## config.mk

```make
export PLATFORM = sky130hd
export DESIGN_NAME = fifo_ctrl
export DESIGN_NICKNAME = d
export VERILOG_FILES = /design/src/rtl/fifo_ctrl.sv
export SDC_FILE = /design/constraint.sdc
export NUM_CORES = 1
export LEC_CHECK = 0
export BUFFER_PORTS_ARGS = -buffer_cell sky130_fd_sc_hd__buf_2
export CORE_ASPECT_RATIO = 1.75
export CORE_UTILIZATION = 30
export CTS_BUF_LIST = sky130_fd_sc_hd__clkbuf_4
export DETAILED_ROUTE_END_ITERATION = 10
export SLEW_MARGIN = 25
export SYNTH_ARGS = -nofsm -noshare
export SYNTH_HDL_FRONTEND = slang
export SYNTH_SLANG_ARGS = --single-unit
```

## constraint.sdc

```tcl
create_clock -name clk -period 2.5 [get_ports clk]
set_input_delay 0.125 -clock clk [delete_from_list [all_inputs] [get_ports clk]]
set_output_delay 0.125 -clock clk [all_outputs]
set_load 0.01 [all_outputs]
```

## src/rtl/fifo_ctrl.sv

```systemverilog
// Control and output stage of an 8-entry FIFO built around an external register file.
// Tracks head/tail/occupancy, drives the register-file ports, and reports per-operation status.
module fifo_ctrl #(
    parameter int DATA_W = 32,
    parameter int ADDR_W = 3
) (
    input  logic              clk,
    input  logic              reset,
    input  logic              wr_en,
    input  logic              rd_en,
    input  logic [DATA_W-1:0] rf_rdata,
    output logic [ADDR_W-1:0] rf_waddr,
    output logic              rf_we,
    output logic [ADDR_W-1:0] rf_raddr,
    output logic [DATA_W-1:0] d_out,
    output logic [ADDR_W:0]   data_count,
    output logic              full,
    output logic              empty,
    output logic              wr_ack,
    output logic              wr_err,
    output logic              rd_ack,
    output logic              rd_err
);

    localparam logic [ADDR_W:0]   CNT_FULL = {1'b1, {ADDR_W{1'b0}}};
    localparam logic [ADDR_W:0]   CNT_ONE  = {{ADDR_W{1'b0}}, 1'b1};
    localparam logic [ADDR_W-1:0] PTR_ONE  = {{(ADDR_W-1){1'b0}}, 1'b1};

    typedef enum logic [2:0] {
        IDLE,
        WRITE,
        WR_ERROR,
        READ,
        RD_ERROR
    } op_t;

    op_t               state;
    op_t               next_state;
    logic [ADDR_W-1:0] head;
    logic [ADDR_W-1:0] tail;
    logic [ADDR_W:0]   count;

    assign full       = (count == CNT_FULL);
    assign empty      = (count == '0);
    assign data_count = count;
    assign rf_waddr   = head;
    assign rf_raddr   = tail;

    // Simultaneous read and write is treated as no operation; reset suppresses every request.
    always_comb begin
        next_state = IDLE;
        if (!reset) begin
            if (wr_en && !rd_en) begin
                next_state = full ? WR_ERROR : WRITE;
            end else if (rd_en && !wr_en) begin
                next_state = empty ? RD_ERROR : READ;
            end
        end
    end

    assign rf_we = (next_state == WRITE);

    always_ff @(posedge clk) begin
        if (reset) begin
            state <= IDLE;
        end else begin
            state <= next_state;
        end
    end

    always_ff @(posedge clk) begin
        if (reset) begin
            head  <= '0;
            tail  <= '0;
            count <= '0;
            d_out <= '0;
        end else begin
            case (next_state)
                WRITE: begin
                    head  <= head + PTR_ONE;
                    count <= count + CNT_ONE;
                end
                READ: begin
                    d_out <= rf_rdata;
                    tail  <= tail + PTR_ONE;
                    count <= count - CNT_ONE;
                end
                default: ;
            endcase
        end
    end

    // Status flags are Moore outputs of the registered operation.
    always_comb begin
        wr_ack = 1'b0;
        wr_err = 1'b0;
        rd_ack = 1'b0;
        rd_err = 1'b0;
        case (state)
            WRITE:    wr_ack = 1'b1;
            WR_ERROR: wr_err = 1'b1;
            READ:     rd_ack = 1'b1;
            RD_ERROR: rd_err = 1'b1;
            default:  ;
        endcase
    end

endmodule
```

# == Word-level counts from Yosys, hierarchy flattened ==
# Cells that the tools add are included.
# op_classes
add_sub_neg,4
n_eq_ne,7
mux,10
reduce_logical,6
# op_table
operator,count
3-bit 2-to-1 mux,4
"3-bit by 2-bit == test with 1-bit output, second input constant",3
4-bit case mux with 2 select lines,1
"3-bit by 1-bit adder with 3-bit output, second input constant",2
"3-bit by 1-bit == test with 1-bit output, second input constant",2
"4-bit by 1-bit adder with 4-bit output, second input constant",1
"4-bit == test, second input constant",1
4-bit zero test,1
1-bit 2-to-1 mux,4
"4-bit by 1-bit subtractor with 4-bit output, second input constant",1
"3-bit == test, second input constant",1
1-bit logical AND,2
1-bit zero test,2
2-bit 2-to-1 mux,1
2-bit nonzero test,1
# word_totals
reg_bits,45
input_bits,36
elab_cells,32

# == Depth between registers and ports, before layout ==
# logic_depth
word_depth,7
ltp_mapped,10
depth_no_buf,9

# == Least setup slack after synthesis ==
# Ideal clock, no wire load.
# synth_path
kind,register to register
from,"reg count[0], in the netlist data_count[0]"
to,"reg count[3], in the netlist data_count[3]"
t_arrival_ns,2.406
slack_ns,0.033
path_stages_with_launch,10
n_path_buf,0
cell_sequence,dfxtp_1 -> or4_4 -> a22oi_4 -> or3_1 -> inv_1 -> ha_1 -> a21o_1 -> a2111oi_0 -> a22oi_1 -> nand3_1
# synth_via
elab_chain_cells,7
# synth_rtl
element,line_no,rtl
start: declaration,41,logic [ADDR_W:0] count;
start signal: assignment,81,count <= count + CNT_ONE;
start signal: assignment,86,count <= count - CNT_ONE;
4-bit zero test,44,assign empty = (count == '0);
3-bit 2-to-1 mux,56,next_state = empty ? RD_ERROR : READ;
3-bit 2-to-1 mux,55,end else if (rd_en && !wr_en) begin
3-bit 2-to-1 mux,53,if (wr_en && !rd_en) begin
3-bit 2-to-1 mux,52,if (!reset) begin
3-bit by 2-bit == test with 1-bit output / 3-bit by 1-bit == test with 1-bit output (equally long branches),78,case (next_state)
4-bit case mux with 2 select lines / 2-bit nonzero test (equally long branches),n/a,
# Parallel ways exist; a longest one is shown, timed or not.
# A chain may end at the register's enable or synchronous reset.

# == Worst setup path after layout ==
# Ends and elaborated chain as after synthesis.

==> flow_summary.yaml <==
outcome:
  status: "finished, final reports clean"
floorplanning:
  fp.dieW_um: 61.8
  core_mm2: 0.00597
  initial_core_util_pct: 31.4
  dieHeight_um: 107
  ios: 85
  dieArea_mm2: 0.00658
  rows: 37
routing:
  vias: 1878
  ant_nets: 0
  drt-pass1-iter-count: 3
  drt-initial-drc-count: 82
  vias_per_cell: 4.47
  routed_wl_um: 4970
  avgRoutedWirePerCell_um: 11.8
  drc: 0
sta:
  period_minus_slack_ps: 2360
  final_max_slew_viol_count: 0
  tightest_slew_ps: 757
  rsz0062_at_grt: "false"
  maxSlewHeadroom_pct: 49.5
  finalHoldViolCount: 0
  clock_skew_ps: 13.0
  fmax_mhz: 423
  setup_viol: 0
  holdWs_ps: 97.9
  min_period_over_period_pct: 94.5
critical_path:
  path_max_fanout: 2
  setup.worst_path.start_class: "register"
  endpoint_kind: "register"
  required_ps: 2810
  arrival_ps: 2680
  crit_type: "register to register"
finish:
  multi_input_area_um2: 881
  fillers: 580
  final_cell_mix: "buf_2, nand2_1, dfxtp_1"
  seqCellArea_um2: 901
  nNetsFinal: 382
  layout_commonest_cell: "buf_2"
  utilization_pct: 46.9
  drive_above_1_share_pct: 32.2
  areaGrowthSynthToFinish_pct: 49.4
  num_antenna_cells: 0
clocking:
  clock_sinks: 45
  postCtsSetupBuffers: 0
  ctsRootBufferMaster: "clkbuf_4"
  h-tree-depth: 2
  insertion_delay_ps: 360
  numCtsBuffers: 5
  clockBufferDepth: 2
  tritoncts: "yes"
  clkTransAtPathRegs_ps: 130
synth:
  ys_seq_elements: 45
  yosys.area_share.simple_pct: 23.2
  post_synth_fa_ha_maj_area_fraction_pct: 3.74
  ys_seq_area_share_pct: 48.1
  muxShareOfSynthArea_pct: 2.20
  synth_top_area_cell: "dfxtp_1"
  synthTopCellsByArea: "dfxtp_1, nand2_1, a21oi_1"
  syn_inst: 219
  synth_top_family_by_area: "simple AND/OR/NAND/NOR gates"
  synth.top_cell.area_share_pct: 48.1
  synth_ff_type: "dfxtp_1"
  syn_area_per_cell_um2: 8.56
  synth_area_mm2: 0.00187
  synth_edf_count: 0
  synthXorXnorAreaFrac_pct: 3.27
  synth_compound_area_share_pct: 13.7
  ys_async_sr_fraction_pct: 0
  ys_types: 32
  syn_nets: 260
  synth_warnings: 0
place:
  portBuffers: 84
  routabilityCongestion: 0.841
  place_hpwl_um: 3280
power_and_ir_drop:
  power_leakage_nw: 1.30
  p_per_area_mw_per_mm2: 717
  irDropWorstVdd_uv: 368
global_route:
  grt_pass1_wl_um: 7750
  grt_use_met2_pct: 28.4
  antenna_found_initial: 0
  met1_usage_pct: 16.0
  grt_use_met3_pct: 3.41
  top_usage_layer: "met2"
  first_global_vias: 1746
  grt_usage_pct: 16.0
  grt_max_degree: 48
  grt-ovfl-total: 0
min_path:
  hold_path.class: "input port to register"
job:
  drv_cap: 0
[stage by stage]
step | instances | setup slack, ps | TNS, ps | total power, mW | area [um^2]
CTS | 420 | 6.10 | 0 | 2.03 | 2780
global route | 420 | 9.30 | 0 | 2.15 | 2800
global placement | 380 | 93.8 | 0 | 1.52 | 2380
detailed placement | 380 | -1.60 | -1.60 | 1.53 | 2380
floorplan | 219 | 32.9 | 0 | 1.29 | 1870
finish | 420 | 138 | 0 | 2.01 | 2800
[where the power goes]
part | leakage (nW) | internal, mW | switching (mW)
logic | 0.891 | 0.323 | 0.372
registers | 0.365 | 0.809 | 0.0561
clock network | 0.0433 | 0.219 | 0.229
[final cells by class]
class | count | share of cell area (%)
Clock buffer | 6 | 1.61
Timing Repair Buffer | 127 | 29.4
Multi-Input combinational cell | 157 | 31.5
Inverter | 5 | 0.670
Clock inverter | 2 | 1.21
Sequential cell | 45 | 32.2
Tap cell | 78 | 3.49
[state kept, by name, summed over array words and instances (netlist names)]
| name | count |
|---|---|
| state | 3 |
| rf_raddr | 3 |
| rf_waddr | 3 |
| data_count | 4 |
| d_out | 32 |
[worst max-delay path, stage by stage (launching register included)]
cell	delay, ps
dfxtp_1	340
or4_4	560
a22oi_4	210
or3_4	150
inv_1	50
ha_1	280
a21o_1	210
a2111oi_2	310
a22oi_1	100
nand3_1	100
[cell families after synthesis]
logic type / Yosys count
AND/OR/NAND/NOR: 97
flip-flops: 45
AO/OA/AOI/OAI: 44
buffers and inverters: 17
XOR/XNOR: 7
adder cells (fa/ha/maj): 5
multiplexers: 4
[cell usage after synthesis, types with 2 or more instances]
library cell   n
dfxtp_1       45
nand3_1        3
nor2_1        10
and3b_1        2
nand2b_1       4
mux2i_1        3
ha_1           4
inv_1          5
xnor2_1        6
nand2_1       66
a21oi_1       36
clkbuf_1       5
a211oi_1       3
buf_6          6
and2_1         2
nor3b_1        3
[worst paths after layout]
| kind | to | startpoint | slack [ps] | cells after the start |
|---|---|---|---|---|
| setup / recovery | data_count[3] | data_count[0] | 140 | 9 |
| hold / removal | state[2] | rd_en | 100 | 3 |
| setup reg to reg | data_count[3] | data_count[0] | 140 | 9 |
| hold reg to reg | d_out[23] | d_out[23] | 460 | 2 |
[per-layer routing]
metal  wire length, um  part of all wire, %
met1              1930                   39
met2              2690                   54
met3               178                  3.6
met4               171                  3.4
met5                 0                    0
[repair_timing]
action	in CTS	in global routing
setup endpoints to repair	1	1
resized for setup	1	3
cloned	0	0
pin swaps	0	1
hold endpoints to repair	32	0
hold buffers	32	0
Note: power is estimated with default switching activity, not from simulation.
